File: src/rtl/mesh_traffic_gen_pkg.sv
// Shared types and helpers for the mesh traffic generator and its flit checker.
package mesh_traffic_gen_pkg;

    typedef enum logic [1:0] {
        ST_IDLE = 2'd0,
        ST_SEND = 2'd1,
        ST_GAP  = 2'd2,
        ST_DONE = 2'd3
    } state_e;

    typedef enum logic {
        MODE_FIXED = 1'b0,
        MODE_SWEEP = 1'b1
    } mode_e;

    // All-ones mask of w low bits.
    function automatic logic [31:0] coord_mask(input int w);
        return (32'd1 << w) - 32'd1;
    endfunction

    // Packs {dst_y, dst_x, src_y, src_x} into the low 2*(xw+yw) bits.
    function automatic logic [31:0] pack_header(input int xw, input int yw,
                                                input logic [31:0] dst_x,
                                                input logic [31:0] dst_y,
                                                input logic [31:0] src_x,
                                                input logic [31:0] src_y);
        return ((dst_y & coord_mask(yw)) << (2 * xw + yw))
             | ((dst_x & coord_mask(xw)) << (xw + yw))
             | ((src_y & coord_mask(yw)) << xw)
             |  (src_x & coord_mask(xw));
    endfunction

endpackage

File: src/rtl/mesh_flit_checker.sv
// Receive-side checker: counts ejected flits and flags any flit whose
// destination field does not name this node.
module mesh_flit_checker #(
    parameter int DATA_WIDTH = 32,
    parameter int XW         = 2,
    parameter int YW         = 2,
    parameter int CNT_WIDTH  = 16
) (
    input  logic                  clk_i,
    input  logic                  rst_i,
    input  logic [XW-1:0]         my_x_i,
    input  logic [YW-1:0]         my_y_i,
    input  logic [DATA_WIDTH-1:0] data_i,
    input  logic                  valid_i,
    output logic [CNT_WIDTH-1:0]  rcvd_cnt_o,
    output logic                  err_o
);

    logic [YW-1:0]        flit_dst_y;
    logic [XW-1:0]        flit_dst_x;
    logic                 unused_payload;
    logic [CNT_WIDTH-1:0] rcvd_q, rcvd_d;
    logic                 err_q, err_d;

    assign flit_dst_y     = data_i[DATA_WIDTH-1 -: YW];
    assign flit_dst_x     = data_i[DATA_WIDTH-YW-1 -: XW];
    assign unused_payload = ^data_i[DATA_WIDTH-YW-XW-1:0];

    // Count every ejected flit; latch a misroute until reset.
    always_comb begin
        rcvd_d = rcvd_q + CNT_WIDTH'(valid_i);
        err_d  = err_q;
        if (valid_i && ((flit_dst_y != my_y_i) || (flit_dst_x != my_x_i))) begin
            err_d = 1'b1;
        end
    end

    // Counter and sticky error registers.
    always_ff @(posedge clk_i) begin
        if (rst_i) begin
            rcvd_q <= '0;
            err_q  <= 1'b0;
        end else begin
            rcvd_q <= rcvd_d;
            err_q  <= err_d;
        end
    end

    assign rcvd_cnt_o = rcvd_q;
    assign err_o      = err_q;

endmodule

File: src/rtl/mesh_traffic_gen.sv
// Mesh traffic generator: injects bursts of flits to a fixed destination or
// sweeping over every other node, and checks flits ejected at this node.
module mesh_traffic_gen
    import mesh_traffic_gen_pkg::*;
#(
    parameter int DATA_WIDTH  = 32,
    parameter int X_DIMENSION = 4,
    parameter int Y_DIMENSION = 4,
    parameter int CNT_WIDTH   = 16,
    localparam int XW = ($clog2(X_DIMENSION) > 1) ? $clog2(X_DIMENSION) : 1,
    localparam int YW = ($clog2(Y_DIMENSION) > 1) ? $clog2(Y_DIMENSION) : 1
) (
    input  logic                  clk_i,
    input  logic                  rst_i,
    input  logic [XW-1:0]         my_x_i,
    input  logic [YW-1:0]         my_y_i,
    input  logic                  start_i,
    input  logic                  mode_i,
    input  logic [XW-1:0]         dest_x_i,
    input  logic [YW-1:0]         dest_y_i,
    input  logic [CNT_WIDTH-1:0]  count_i,
    input  logic [CNT_WIDTH-1:0]  gap_i,
    output logic [DATA_WIDTH-1:0] data_o,
    output logic                  valid_o,
    input  logic                  ready_i,
    input  logic [DATA_WIDTH-1:0] data_i,
    input  logic                  valid_i,
    output logic                  ready_o,
    output logic                  busy_o,
    output logic                  done_o,
    output logic [CNT_WIDTH-1:0]  sent_cnt_o,
    output logic [CNT_WIDTH-1:0]  rcvd_cnt_o,
    output logic                  err_o
);

    localparam int            NW     = XW + YW;
    localparam int            HW     = 2 * NW;
    localparam int            SW     = DATA_WIDTH - HW;
    localparam logic [XW-1:0] X_LAST = XW'(X_DIMENSION - 1);
    localparam logic [YW-1:0] Y_LAST = YW'(Y_DIMENSION - 1);

    state_e               state_q, state_d;
    mode_e                mode_q, mode_d;
    logic [XW-1:0]        dst_x_q, dst_x_d;
    logic [YW-1:0]        dst_y_q, dst_y_d;
    logic [CNT_WIDTH-1:0] count_q, count_d;
    logic [CNT_WIDTH-1:0] gap_q, gap_d;
    logic [CNT_WIDTH-1:0] gap_cnt_q, gap_cnt_d;
    logic [CNT_WIDTH-1:0] sent_q, sent_d;
    logic [SW-1:0]        seq_q, seq_d;
    logic                 ready_q;
    logic [HW-1:0]        hdr;
    logic [NW-1:0]        self_node;
    logic [NW-1:0]        sweep_first;
    logic [NW-1:0]        sweep_next;
    logic                 handshake;

    // Row-major successor of a node {y, x}: x advances first, wrapping to (0,0).
    function automatic logic [NW-1:0] node_step(input logic [NW-1:0] node);
        logic [XW-1:0] x;
        logic [YW-1:0] y;
        {y, x} = node;
        if (x == X_LAST) begin
            x = '0;
            y = (y == Y_LAST) ? '0 : y + YW'(1);
        end else begin
            x = x + XW'(1);
        end
        return {y, x};
    endfunction

    // Sweep targets: first non-self node from (0,0), and the next non-self node.
    always_comb begin
        self_node   = {my_y_i, my_x_i};
        sweep_first = (self_node == '0) ? node_step('0) : '0;
        sweep_next  = node_step({dst_y_q, dst_x_q});
        if (sweep_next == self_node) begin
            sweep_next = node_step(sweep_next);
        end
    end

    assign handshake = (state_q == ST_SEND) && ready_i;
    assign hdr = HW'(pack_header(XW, YW, 32'(dst_x_q), 32'(dst_y_q),
                                 32'(my_x_i), 32'(my_y_i)));

    // Burst FSM: latch the request, send flits with optional gaps, pulse done.
    always_comb begin
        state_d   = state_q;
        mode_d    = mode_q;
        dst_x_d   = dst_x_q;
        dst_y_d   = dst_y_q;
        count_d   = count_q;
        gap_d     = gap_q;
        gap_cnt_d = gap_cnt_q;
        sent_d    = sent_q;
        seq_d     = seq_q;
        case (state_q)
            ST_IDLE: begin
                if (start_i) begin
                    mode_d  = mode_e'(mode_i);
                    count_d = count_i;
                    gap_d   = gap_i;
                    sent_d  = '0;
                    seq_d   = '0;
                    if (mode_e'(mode_i) == MODE_SWEEP) begin
                        {dst_y_d, dst_x_d} = sweep_first;
                    end else begin
                        dst_x_d = dest_x_i;
                        dst_y_d = dest_y_i;
                    end
                    state_d = (count_i == '0) ? ST_DONE : ST_SEND;
                end
            end
            ST_SEND: begin
                if (handshake) begin
                    sent_d = sent_q + CNT_WIDTH'(1);
                    seq_d  = seq_q + SW'(1);
                    if (mode_q == MODE_SWEEP) begin
                        {dst_y_d, dst_x_d} = sweep_next;
                    end
                    if (sent_q + CNT_WIDTH'(1) == count_q) begin
                        state_d = ST_DONE;
                    end else if (gap_q != '0) begin
                        state_d   = ST_GAP;
                        gap_cnt_d = gap_q;
                    end
                end
            end
            ST_GAP: begin
                if (gap_cnt_q <= CNT_WIDTH'(1)) begin
                    state_d = ST_SEND;
                end else begin
                    gap_cnt_d = gap_cnt_q - CNT_WIDTH'(1);
                end
            end
            default: begin
                state_d = ST_IDLE;
            end
        endcase
    end

    // FSM and burst registers; reset abandons any burst in flight.
    always_ff @(posedge clk_i) begin
        if (rst_i) begin
            state_q   <= ST_IDLE;
            mode_q    <= MODE_FIXED;
            dst_x_q   <= '0;
            dst_y_q   <= '0;
            count_q   <= '0;
            gap_q     <= '0;
            gap_cnt_q <= '0;
            sent_q    <= '0;
            seq_q     <= '0;
            ready_q   <= 1'b0;
        end else begin
            state_q   <= state_d;
            mode_q    <= mode_d;
            dst_x_q   <= dst_x_d;
            dst_y_q   <= dst_y_d;
            count_q   <= count_d;
            gap_q     <= gap_d;
            gap_cnt_q <= gap_cnt_d;
            sent_q    <= sent_d;
            seq_q     <= seq_d;
            ready_q   <= 1'b1;
        end
    end

    assign valid_o    = (state_q == ST_SEND);
    assign data_o     = valid_o ? {hdr, seq_q} : '0;
    assign busy_o     = (state_q == ST_SEND) || (state_q == ST_GAP);
    assign done_o     = (state_q == ST_DONE);
    assign ready_o    = ready_q;
    assign sent_cnt_o = sent_q;

    mesh_flit_checker #(
        .DATA_WIDTH (DATA_WIDTH),
        .XW         (XW),
        .YW         (YW),
        .CNT_WIDTH  (CNT_WIDTH)
    ) u_checker (
        .clk_i      (clk_i),
        .rst_i      (rst_i),
        .my_x_i     (my_x_i),
        .my_y_i     (my_y_i),
        .data_i     (data_i),
        .valid_i    (valid_i),
        .rcvd_cnt_o (rcvd_cnt_o),
        .err_o      (err_o)
    );

endmodule

File: config.mk
export PLATFORM = sky130hd
export DESIGN_NAME = mesh_traffic_gen
export DESIGN_NICKNAME = d
export VERILOG_FILES = /design/src/rtl/mesh_traffic_gen_pkg.sv /design/src/rtl/mesh_flit_checker.sv /design/src/rtl/mesh_traffic_gen.sv
export SDC_FILE = /design/constraint.sdc
export NUM_CORES = 1
export LEC_CHECK = 0
export CORE_MARGIN = 5
export CORE_UTILIZATION = 35
export DETAILED_ROUTE_END_ITERATION = 8
export PLACE_DENSITY = 0.63
export SLEW_MARGIN = 40
export SYNTH_ARGS = -nofsm -noshare
export SYNTH_HDL_FRONTEND = slang
export SYNTH_SLANG_ARGS = --single-unit
File: constraint.sdc
create_clock -name clk_i -period 7.4 [get_ports clk_i]
set_clock_uncertainty 0.05 [all_clocks]
set_input_delay 1.48 -clock clk_i [delete_from_list [all_inputs] [get_ports clk_i]]
set_output_delay 1.48 -clock clk_i [all_outputs]
set_load 0.1 [all_outputs]
# Word-level counts from Yosys, hierarchy flattened

Cells that the tools add are included.

Register bits after elaboration: 113
Bits of input ports: 78
Output and inout bits: 69

Add/subtract/negate cells: 8
$lt $le $gt $ge: 1
Equal/unequal tests: 19
Multiplexer cells: 38
Bitwise gates (word level): 3
Reduce and logical (&&, ||, !) cells: 15

Operators with widths:

| operator                                                                           | count |
|---|---|
| 16-bit 2-to-1 mux                                                                  | 6 |
| 16-bit one-hot mux with 2 select lines                                             | 2 |
| 24-bit 2-to-1 mux                                                                  | 2 |
| 24-bit one-hot mux with 2 select lines                                             | 1 |
| 2-bit 2-to-1 mux                                                                   | 20 |
| 32-bit 2-to-1 mux                                                                  | 1 |
| 24-bit by 1-bit adder with 24-bit output (second input constant)                   | 1 |
| 16-bit by 1-bit adder with 16-bit output                                           | 1 |
| 16-bit by 1-bit adder with 16-bit output (second input constant)                   | 1 |
| 16-bit equality test                                                               | 1 |
| 16-bit by 1-bit less-or-equal comparator with 1-bit output (second input constant) | 1 |
| 16-bit zero test                                                                   | 1 |
| 16-bit nonzero test                                                                | 1 |
| 16-bit by 1-bit subtractor with 16-bit output (second input constant)              | 1 |
| 2-bit equality test (second input constant)                                        | 6 |
| 2-bit by 1-bit adder with 2-bit output (second input constant)                     | 4 |
| 2-bit inequality test (second input constant)                                      | 4 |
| 8-bit by 2-bit OR with 8-bit output                                                | 1 |
| 8-bit by 4-bit OR with 8-bit output                                                | 1 |
| 8-bit by 6-bit OR with 8-bit output                                                | 1 |
| 2-bit one-hot mux with 2 select lines                                              | 2 |
| 4-bit AND reduction                                                                | 2 |
| 2-bit by 1-bit inequality test with 1-bit output (second input constant)           | 3 |
| 2-bit one-hot mux with 3 select lines                                              | 1 |
| 14 further kinds                                                                   | 19 |

# Logic depth before layout (Yosys ltp)

Gate-level depths: netlist of run 1.

Word-level depth: 10
Gate-level depth with buffers: 11
Gate-level depth less buffers: 9

# By module

A second synthesis of run 1 with hierarchy kept.

Cell total of the unflattened synthesis: 827
Area, all modules: 6,502.5 um^2

Modules (own cells, without submodules):

| module            | times used | cells an instance | area an instance (um^2) |
|---|---|---|---|
| mesh_traffic_gen  | 1          | 737               | 5,665.4 |
| mesh_flit_checker | 1          | 90                | 837.1 |

# Worst setup path before layout of run 1

No wires, ideal clock.

Path type: reg-to-output
From: reg state_q[1]
To: out data_o[22]
Data arrival time: 2.873 ns
Required time: 5.870 ns
Slack: 2.997 ns
Cell stages (with the launch flop): 7
Path through: dfxtp_1 inv_1 ha_1 clkbuf_1 clkbuf_1 clkbuf_1 and2_1

Word-level cells in the longest chain between the ends: 2

RTL lines:

| what                                           | RTL line                | RTL |
|---|---|---|
| start, declared                                | mesh_traffic_gen.sv:42  | `state_e state_q, state_d;` |
| start signal, assigned                         | mesh_traffic_gen.sv:156 | `state_q <= state_d;` |
| 2-bit by 1-bit equality test with 1-bit output | mesh_traffic_gen.sv:169 | `assign valid_o = (state_q == ST_SEND);` |
| named net valid_o                              | mesh_traffic_gen.sv:24  | `output logic valid_o,` |
| 32-bit 2-to-1 mux                              | mesh_traffic_gen.sv:170 | `assign data_o = valid_o ? {hdr, seq_q} : '0;` |
| end, declared                                  | mesh_traffic_gen.sv:23  | `output logic [DATA_WIDTH-1:0] data_o,` |

The timed path passes the listed nets, and every way through them passes these cells.

# Worst setup path after layout of run 1

From: in my_y_i[0]
To: out data_o[26]

Word-level cells in the longest chain between the ends: 3

RTL lines:

| what                                | RTL line                   | RTL |
|---|---|---|
| start, declared                     | mesh_traffic_gen.sv:16     | `input logic [YW-1:0] my_y_i,` |
| 8-bit by 4-bit OR with 8-bit output | mesh_traffic_gen_pkg.sv:29 | `\| ((src_y & coord_mask(yw)) << xw)` |
| 8-bit by 2-bit OR with 8-bit output | mesh_traffic_gen_pkg.sv:30 | `\| (src_x & coord_mask(xw));` |
| 32-bit 2-to-1 mux                   | mesh_traffic_gen.sv:170    |  |

Every way passes these cells.

==> results of run 1 <==
logic make-up after synthesis:
| family | Yosys count | synth area share |
|---|---|---|
| buffers and inverters | 60 | 0.04041 |
| adders and majority gates | 14 | 0.02815 |
| muxes | 4 | 0.006434 |
| AOI/OAI and AO/OA | 148 | 0.1594 |
| DFF | 113 | 0.3635 |
| xor gates and xnor gates | 65 | 0.09268 |
| and+or+nand+nor | 388 | 0.3094 |
synth_stat cells, types with 9 or more instances:
master and count:
a211oi_1 12, inv_1 13, nor3_1 23, ha_1 14, nand4_1 18, nand3_1 28, xor2_1 33, nor4_1 17
and2_1 36, clkbuf_1 33, dfxtp_1 113, a21oi_1 58, and3_1 16, o21ai_0 22, nor2_1 101, nand2_1 108
xnor2_1 31, buf_2 9
per-stage QoR:
step | utilization | power, uW | hold WS, ns
2_1_floorplan | - | 1407 | 0.3866
3_3_place_gp | 0.4339 | 1607 | 0.3958
3_5_place_dp | 0.4147 | 1604 | 0.3984
4_1_cts | 0.4500 | 2464 | 0.4067
5_1_grt | 0.4500 | 2588 | 0.4423
6_report | 0.4500 | 2441 | 0.4069
worst paths after layout:
kind	slack (ns)	to	cells after the start
worst max-delay path	3.24	data_o[26]	3
worst min-delay path	0.41	mode_q	2
worst max register to register	3.49	gap_cnt_q[9]	10
worst min register to register	0.41	mode_q	2
power groups by stage:
stage               logic (uW)  clock network, uW  registers [uW]
floorplan                  652                  0             754
global placement           855                  0             753
detailed placement         849                  0             755
CTS                        853                868             742
global route               941                894             753
finish                     849                849             743
flip-flops by register name, summed over array words and instances (netlist names):
signal,flops
seq_q,24
sent_cnt_o,16
mode_q,1
ready_o,1
gap_q,16
count_q,16
u_checker.err_o,1
state_q,2
dst_x_q,2
u_checker.rcvd_cnt_o,16
dst_y_q,2
gap_cnt_q,16
critical path, delay by kind of cell:
family	cells	cell delay (ns)
buf+inv	2	0.99
simple gates	1	0.15
final cells by class:
| cell class | instances | area [sq um] |
|---|---|---|
| Clock buffer | 22 | 484.2 |
| Clock inverter | 9 | 128.9 |
| Fill cell | 1726 | 9545 |
| Inverter | 13 | 48.80 |
| Multi-Input combinational cell | 619 | 3715 |
| Sequential cell | 113 | 2262 |
| Tap cell | 225 | 281.5 |
| Timing Repair Buffer | 126 | 890.9 |
layer usage:
metal | wire (um) | share of wire | up-vias
li1 | - | - | 2991
met1 | 7552 | 0.45 | 2705
met2 | 7850 | 0.47 | 140
met3 | 929 | 0.056 | 24
met4 | 319 | 0.019 | 0
met5 | 0 | 0 | -
==> impl_metrics.ini, run 1 <==
[layout]
finalNonFillerCells = 1127
syn2layout_area_growth_pct = 25.51
final_common_cell = dfxtp_1
fin_nets = 982
antennaDiodeCount = 0
layout_common_cells = 113 x dfxtp_1, 108 x nand2_1, 100 x nor2_1, 70 x buf_2, 58 x a21oi_1
fin_area_sq_um = 7811
drive_gt1_frac = 0.1452

[logic_synthesis]
yosysSeqAreaShare = 0.3635
synth.distinct_cells = 63
synth_edf_count = 0
syn-cell-area_sq_um = 6223
async_reset_ff_frac = 0
synth-main-ff-cell = dfxtp_1
synth_area_leaders = dfxtp_1 36%, nand2_1 6.5%, nor2_1 6.1%
synth_top_area_cell = dfxtp_1
synthCells = 792
avgSynthCellArea_sq_um = 7.858
netlist.area_leader.share = 0.3635
synth-warning-count = 0
synth_seq_cells = 113
synth_nets = 884

[routing]
route.vias.total = 5860
ant_nets = 0
viasPerCell = 5.200
drt_iter0_drc = 344
first_pass_iters = 5
totalWireLength_um = 16650
routedWlPerCell_um = 14.78
drc_errors = 0

[power_and_ir_drop]
clkPwrFrac = 0.348
p_sw_uw = 924.3
p_sw_frac = 0.3787
p_int_uw = 1516
p_per_area_nw_per_um2 = 312.5
vdd.ir_drop.worst_v = 0.0001940
p_comb_frac = 0.348
seq_power_share = 0.304
p_leak_uw = 0.003041

[floorplanning]
die_w_um = 143.3
io_pins = 147
rows = 48
start_util = 0.3586
die_area_sq_um = 20550
core_area_sq_um = 17360
die_h_um = 143.3

[sta]
slew_viol_final = 0
fin_setup_tns_ns = 0
setup_viol = 0
maxSlewHeadroom = 0.4697
hold_viol_final = 0
min_period_ns = 4.157
fmax_mhz = 240.6
fin_ws_ns = 3.243
tightest_slew_ns = 0.7882
rsz0062_at_grt = no
period_share = 0.5618

[clock_network]
h-tree-depth = 4
clk_pin_slew_worst_paths_ns = 0.05
worstSkewPairLatency_ns = 0.42
cts_root_buf = clkbuf_16
hold_buffers = 0
cts_resized = 0
post_cts_buffers = 0
cts_sinks = 113
clockBufferDepth = 2
cts_tree = done
numCtsBuffers = 17

[worst_hold_path]
worstHoldStart = mode_q
hp-class = flip-flop to flip-flop

[placed_design]
place_hpwl_um = 11740
place_ws_ns = 3.238
portBuffers = 118
gp_congestion = 0.8278
place_area_sq_um = 7198
place_inst = 1096

[critical_path]
crit_path_max_incr_delay_ns = 0.58
required_ns = 5.87
cp-startpoint = my_y_i[0]
cp_slowest_cell = clkdlybuf4s50_1
crit_type = input pin to output pin
end_kind = output pin
crit_fanout = 5
crit_arrival_ns = 2.63
r2r_start = state_q[1]
path_cells = clkdlybuf4s50_1 > and2_1 > buf_2
start_kind = input pin

[global_route]
grt_max_degree = 55
overflow = 0
met2_usage = 0.2648
met1_usage = 0.2091
grtUsageMet3 = 0.04260
grt.total_usage = 0.1623
busiest_layer = met2
grt_first_pass_wirelength_um = 26810
grt_pass1_vias = 5386
antenna_found_initial = 0

[outcome]
outcome = completed

[run]
cap_violations = 0
(Power assumes the default switching activity.)
==> run 2: changes to the inputs <==
--- a/config.mk
+++ b/config.mk
@@ -8,7 +8,7 @@
 export CORE_MARGIN = 5
 export CORE_UTILIZATION = 35
 export DETAILED_ROUTE_END_ITERATION = 8
-export PLACE_DENSITY = 0.63
+export PLACE_DENSITY = 0.65
 export SLEW_MARGIN = 40
 export SYNTH_ARGS = -nofsm -noshare
 export SYNTH_HDL_FRONTEND = slang
==> constraint.sdc (replaced) <==
create_clock -name clk_i -period 3.6 [get_ports clk_i]
set_clock_uncertainty 0.05 [all_clocks]
set_input_delay 0.72 -clock clk_i [delete_from_list [all_inputs] [get_ports clk_i]]
set_output_delay 0.72 -clock clk_i [all_outputs]
set_load 0.1 [all_outputs]
==> run 2 against run 1 <==
Cell count rose by 0.71%. Die area is the same. Register-to-register slack worse by 3.2 ns. Non-clock buffer count rose by 8. First-iteration DRC count shrank 13%. Setup slack lost 2.9 ns. Sequential power up 100%. Clock power is 110% higher. Worst hold slack gained 0.0081 ns. Clock-buffer cell count unchanged. Via count increased by 0.78%. Sequential share of layout area down 0.79 points.
==> impl_metrics.ini, run 2 (synthesized netlist as in run 1, its figures left out) <==
[outcome]
outcome = completed

[floorplanning]
core_area_sq_um = 17360
rows = 48
start_util = 0.3586
die_w_um = 143.3
die_h_um = 143.3
die_area_sq_um = 20550
io_pins = 147

[routing]
drc_errors = 0
totalWireLength_um = 16810
drt_iter0_drc = 301
ant_nets = 0
route.vias.total = 5906
routedWlPerCell_um = 14.81
viasPerCell = 5.204
first_pass_iters = 5

[clock_network]
numCtsBuffers = 17
h-tree-depth = 4
worstSkewPairLatency_ns = 0.41
cts_resized = 0
clockBufferDepth = 2
cts_tree = done
cts_root_buf = clkbuf_16
cts_sinks = 113
clk_pin_slew_worst_paths_ns = 0.05
post_cts_buffers = 0
hold_buffers = 0

[critical_path]
cp_slowest_cell = nor4_1
crit_path_max_incr_delay_ns = 0.63
crit_fanout = 10
start_kind = flip-flop
r2r_start = sent_cnt_o[0]
rr_worst_depth = 8
rrSetupSlack_ns = 0.33
required_ns = 3.85
end_kind = flip-flop
rr_endpoint = gap_cnt_q[0]
path_cells = ha_1 > nand3_4 > nor4_1 > xnor2_1 > nand4_2 > o41ai_2 > o211ai_1 > a221o_1
crit_type = flip-flop to flip-flop
cp-startpoint = sent_cnt_o[0]
crit_arrival_ns = 3.51
endpoint = gap_cnt_q[0]

[layout]
layout_common_cells = 113 x dfxtp_1, 108 x nand2_1, 101 x nor2_1, 68 x buf_4, 58 x a21oi_1
fillers = 1737
syn2layout_area_growth_pct = 29.03
largest_reg_flops = 24
fin_util = 0.4627
fin_nets = 990
multi_input_area_sq_um = 3712
registers.top_by_ff_count = seq_q
antennaDiodeCount = 0
final_common_cell = dfxtp_1
seq_area_sq_um = 2262
drive_gt1_frac = 0.1516

[power_and_ir_drop]
p_sw_uw = 1910
p_per_area_nw_per_um2 = 641.1
vdd.ir_drop.worst_v = 0.0003756
p_comb_frac = 0.352
p_sw_frac = 0.3710
clkPwrFrac = 0.352
seq_power_share = 0.296
p_int_uw = 3238
p_leak_uw = 0.003084

[global_route]
overflow = 0
grt_pass1_vias = 5304
antenna_found_initial = 0
grt_max_degree = 86
grt.total_usage = 0.1634
grt_first_pass_wirelength_um = 27010

[sta]
period_share = 0.9072
slew_viol_final = 0
rsz0062_at_grt = no
tightest_slew_ns = 0.6719
maxSlewHeadroom = 0.5479
fmax_mhz = 306.2
min_period_ns = 3.266
hold_viol_final = 0
setup_viol = 0
fin_setup_tns_ns = 0

[placed_design]
place_hpwl_um = 11790
portBuffers = 118
gp_congestion = 0.7959

[worst_hold_path]
hp-class = flip-flop to flip-flop

[run]
cap_violations = 0
run 2: cell count changes in the layout (fill, tap and decap cells not counted), sizes merged:
cell / delta
buf: +8
bufinv: +1
inv: -1
run 2: worst max-delay path, delay by kind of cell (launching register included):
family	cells	cell delay, ns
xor gates and xnor gates	1	0.24
AOI/OAI and AO/OA	3	1.04
and+or+nand+nor	3	0.97
adders and majority gates	1	0.38
DFF	1	0.47
run 2: power by group through the flow:
stage               sequential, uW  combinational [uW]  clock (uW)
finish                        1520                1810        1810
CTS                           1520                1820        1850
global route                  1550                2000        1910
floorplan                     1550                1340           0
global placement              1550                1790           0
detailed placement            1550                1800           0
run 2: worst min path at each step:
stage / startpoint / cells after the start / to / slack [ns]
CTS: mode_q / 2 / mode_q / 0.41
global route: mode_q / 2 / mode_q / 0.43
detailed placement: mode_q / 2 / mode_q / 0.40
global placement: mode_q / 2 / mode_q / 0.40
finish: mode_q / 2 / mode_q / 0.41
floorplan: mode_q / 2 / mode_q / 0.39
run 2: per-layer routing:
layer | wire, um | vias to the layer above | GRT usage
li1 | - | 3006 | -
met5 | 0 | - | 0
met3 | 975 | 11 | 0.04326
met2 | 7885 | 161 | 0.2626
met1 | 7772 | 2728 | 0.2155
met4 | 178 | 0 | 0.05154
run 2: final cells by class:
cell class              count  area share
clock inverters             9     0.01916
well taps                 225     0.03506
multi-input cells         619      0.4623
repair buffers            134      0.1354
inverters                  13    0.006077
clock buffers              22     0.06030
flip-flops and latches    113      0.2817
run 2: metrics by stage:
| step | cell area, sq um | setup WS [ns] | hold WS [ns] | std cells | power [uW] |
|---|---|---|---|---|---|
| finish | 8030 | 0.3340 | 0.4150 | 1135 | 5148 |
| global placement | 7468 | 0.4335 | 0.3956 | 1104 | 3333 |
| floorplan | 6226 | 0.03332 | 0.3866 | 792 | 2893 |
| global route | 8030 | 0.1063 | 0.4258 | 1135 | 5456 |
| CTS | 8030 | 0.3480 | 0.4132 | 1135 | 5191 |
| detailed placement | 7392 | 0.3797 | 0.4044 | 1104 | 3353 |
==> edit 1, RTL diff (settings of run 1) <==
The 4 states of `state_e` get a one-hot encoding in 4 bits.
--- a/src/rtl/mesh_traffic_gen_pkg.sv
+++ b/src/rtl/mesh_traffic_gen_pkg.sv
@@ -2,9 +2,9 @@
 package mesh_traffic_gen_pkg;
 
-    typedef enum logic [1:0] {
-        ST_IDLE = 2'd0,
-        ST_SEND = 2'd1,
-        ST_GAP  = 2'd2,
-        ST_DONE = 2'd3
+    typedef enum logic [3:0] {
+        ST_IDLE = 4'b0001,
+        ST_SEND = 4'b0010,
+        ST_GAP  = 4'b0100,
+        ST_DONE = 4'b1000
     } state_e;
 
Check against the original RTL: no difference found for any inputs over 4 cycles, from zero or initial values and one cycle with rst_i high; so few cycles prove little.
==> edit 1 against run 1 <==
  * Setup slack barely moved
  * Register-to-register slack better by 0.34 ns
  * Final area up 0.11%
  * First-iteration DRC count increased by 19%
  * Sequential cell count increased by 2
  * Hold slack got worse by 0.0018 ns
  * Area after synthesis rose by 1.7%
  * Wire length is 2.1% higher
  * Non-clock buffer count did not move
  * Largest cell class unchanged
Power is not compared: it rests on default switching activity, and its combinational part moved more than twofold at a synthesized area within 25%.
==> edit 1: results (changes against run 1) <==
[logic_synthesis]
synthXorXnorAreaFrac=0.08282  ; was 0.09268
ys_async_sr_fraction=0  ; unchanged
synth.avg_cell_area_um2=7.932  ; was 7.858 um^2
synthesis.nets=885  ; was 884
ys_top_cells_by_count=dfxtp_1 (115), nand2_1 (107), nor2_1 (79), a21oi_1 (73), and2_1 (37)  ; was dfxtp_1 (113), nand2_1 (108), nor2_1 (101), a21oi_1 (58), and2_1 (36)
synth-main-ff-cell=dfxtp_1  ; unchanged
synth_cell_type_count=66  ; was 63
synth_compound_area_frac=0.1854  ; was 0.1594
ys_seq_area_frac=0.3637  ; was 0.3635
synth_adder_area_share=0.01779  ; was 0.02815
muxShareOfSynthArea=0.003163  ; was 0.006433
synth_area_leaders=dfxtp_1 (36%), nand2_1 (6.3%), a21oi_1 (5.8%), nor2_1 (4.7%), xor2_1 (4.6%)  ; was dfxtp_1 (36%), nand2_1 (6.5%), nor2_1 (6.1%), a21oi_1 (4.7%), xor2_1 (4.6%)

[drt]
wl_per_cell_um=15.06  ; was 14.78 um
finalWirelength_mm=17.00  ; was 16.65 mm
vias=5868  ; was 5860
drt_iter0_drc=411  ; was 344

[critical_path]
crit_path_end=data_o[25]  ; was data_o[26]
crit_path_start=my_x_i[1]  ; was my_y_i[0]
worstReg2RegEnd=gap_cnt_q[0]  ; was gap_cnt_q[9]
ff2ff_path_depth=9  ; was 10
rrSetupSlack_ns=3.83  ; was 3.49 ns
crit_fanout=4  ; was 5
timing.rr.start=sent_cnt_o[0]  ; was state_q[1]

[cells_and_area]
largest_register=seq_q  ; unchanged
multi_input_area_um2=3694  ; was 3715 um^2
n_fill_cell=1825  ; was 1726
drive_gt1_frac=0.1367  ; was 0.1452
largest_reg_flops=24  ; unchanged
fin_nets=976  ; was 982
antenna_cells=0  ; unchanged

[placement]
place_hpwl_mm=12.08  ; was 11.74 mm
portBuffers=118  ; unchanged
placed_area_um2=7233  ; was 7198 um^2
place_ws_ns=3.034  ; was 3.238 ns
place_congestion=0.8727  ; was 0.8278
dp_cells=1099  ; was 1096

[sta]
slew_headroom=0.4963  ; was 0.4697
min_period_ns=4.157  ; about the same
hold_ws_ns=0.4051  ; was 0.4069 ns

[clocking]
ctsRootBufferMaster=clkbuf_16  ; unchanged
cts_buffer_depth=2  ; unchanged
cts_buffers=17  ; unchanged

[global_routing]
grt_pass1_wl_mm=27.54  ; was 26.81 mm
groute.usage.overall=0.1644  ; was 0.1623
first_global_vias=5420  ; was 5386
grt_max_degree=50  ; was 55

[run_status]
status=finished, final reports clean  ; unchanged

[worst_hold_path]
hold_class=register to register  ; unchanged

## edit 1: cell types whose count changed in the layout (fill, tap and decap cells not counted), sizes merged, moves of 6 or more
cell	change
and4	+6
a21oi	+14
nor2	-22
xnor2	-7
o31ai	+8
or3	+7
o311ai	+8
nand4	-7
## edit 1: area by class of cell
cell class                      count  area share
Inverter                           16    0.007680
Multi-Input combinational cell    613      0.4723
Sequential cell                   115      0.2944
Tap cell                          229     0.03664
Clock buffer                       26     0.06256
Clock inverter                      4     0.01248
Timing Repair Buffer              126      0.1139
## edit 1: power breakdown
group / total [uW] / switching [uW] / internal, uW
sequential: 686 / 34.6 / 651
combinational: 301 / 193 / 108
clock: 823 / 271 / 552
## edit 1: critical path, stage by stage
cell and delay (ns):
clkdlybuf4s50_1 0.58, and2_1 0.15, buf_2 0.41
## edit 1: metal layers
metal  global-route usage  wire length, um
met5                    0                0
met4              0.04222              186
met3              0.06019             1364
met2               0.2426             7264
met1               0.2275             8183
==> edit 2, RTL diff (settings of run 1) <==
Made on the original files. `Y_DIMENSION`: 4 -> 8.
--- a/src/rtl/mesh_traffic_gen.sv
+++ b/src/rtl/mesh_traffic_gen.sv
@@ -6,5 +6,5 @@
     parameter int DATA_WIDTH  = 32,
     parameter int X_DIMENSION = 4,
-    parameter int Y_DIMENSION = 4,
+    parameter int Y_DIMENSION = 8,
     parameter int CNT_WIDTH   = 16,
     localparam int XW = ($clog2(X_DIMENSION) > 1) ? $clog2(X_DIMENSION) : 1,
Ports: changed (resized dest_y_i and my_y_i); port bits go from 147 to 149. The function was not compared with the original's and may differ.
==> edit 2 against run 1 <==
  * Setup slack gained 0.0010 ns
  * Sequential cell count is 1 lower
  * Sequential share of layout area up 0.47 points
  * Wire length increased by 7.0%
  * Synthesized cell count is 1.4% higher
  * Total power down 9.3%
  * Final area down 2.5%
  * Area after synthesis grew 1.1%
  * Critical path type unchanged
  * Largest cell class unchanged
  * Highest routed layer unchanged
==> edit 2: results (changes against run 1) <==
[drt]
finalWirelength_mm=17.82  ; was 16.65 mm
vias=5966  ; was 5860
drt_iter0_drc=316  ; was 344

[cells_and_area]
n_fill_cell=1836  ; was 1726
fin_nets=987  ; was 982
drive_gt1_frac=0.1204  ; was 0.1452
largest_reg_flops=22  ; was 24

[logic_synthesis]
ys_seq_area_frac=0.3562  ; was 0.3635
synth_cell_type_count=72  ; was 63
ys_top_cells_by_count=dfxtp_1 (112), nand2_1 (99), nor2_1 (86), a21oi_1 (71), clkbuf_1 (41)  ; was dfxtp_1 (113), nand2_1 (108), nor2_1 (101), a21oi_1 (58), and2_1 (36)
synthesis.nets=898  ; was 884

[clocking]
cts_buffers=9  ; was 17
clkSlewWorstSetupHoldPaths_ns=0.07  ; was 0.05 ns
clock_latency_ns=0.36  ; was 0.42 ns

[pwr]
ir_drop_mv=0.1353  ; was 0.1940 mV
leakage_uw=0.002943  ; was 0.003041 uW
seq_cell_power_uw=729  ; was 743 uW
switching_share=0.4255  ; was 0.3787
pg_clk_uw=527  ; was 849 uW

[placement]
place_hpwl_mm=12.60  ; was 11.74 mm
place_congestion=0.8185  ; was 0.8278

[global_routing]
first_global_vias=5568  ; was 5386
groute.usage.overall=0.1696  ; was 0.1623
grt_max_degree=91  ; was 55

[sta]
tightest_slew_ns=0.7482  ; was 0.7882 ns

[run_status]
status=finished, final reports clean  ; unchanged

==> edit 2: through the flow <==
step	cell area (um^2)	instances	setup slack [ns]	utilization	power [uW]
2_1_floorplan	6295	803	2.858	-	1464
3_3_place_gp	7624	1109	2.537	0.4273	1702
3_5_place_dp	7293	1110	3.244	0.4088	1691
4_1_cts	7609	1126	3.234	0.4265	2226
5_1_grt	7617	1126	3.159	0.4270	2361
6_report	7617	1126	3.244	0.4270	2213
==> edit 2: area by class of cell <==
class / count / area share
inverters: 20 / 0.009855
repair buffers: 129 / 0.1219
clock buffers: 13 / 0.03285
clock inverters: 3 / 0.008541
well taps: 229 / 0.03761
flip-flops and latches: 112 / 0.2943
multi-input cells: 620 / 0.4949
==> edit 2: final timing paths <==
check / from / to / slack (ns) / depth (start not counted)
worst max-delay path: my_y_i[2] / data_o[26] / 3.24 / 3
worst min-delay path: count_q[4] / count_q[4] / 0.42 / 2
worst max register to register: sent_cnt_o[0] / gap_cnt_q[8] / 3.36 / 9
worst min register to register: count_q[4] / count_q[4] / 0.42 / 2
==> edit 2: kinds of logic after synthesis <==
family,Yosys count,share of synthesized area
AOI/OAI and AO/OA,173,0.1749
xor gates and xnor gates,59,0.08209
adders and majority gates,15,0.02982
buffers and inverters,71,0.04631
DFF,112,0.3562
muxes,7,0.01173
and+or+nand+nor,366,0.2989
==> edit 2: tightest hold or removal path, stage by stage (launching register included) <==
cell,delay (ns)
dfxtp_1,0.32
nand2_1,0.05
a21oi_1,0.05
==> edit 2: layer usage <==
metal | share of wire | wire, um | up-vias | GRT usage
li1 | - | - | 3031 | -
met1 | 0.49 | 8774 | 2772 | 0.2375
met2 | 0.43 | 7723 | 146 | 0.2555
met3 | 0.057 | 1020 | 17 | 0.03505
met4 | 0.017 | 298 | 0 | 0.06640
met5 | 0 | 0 | - | 0
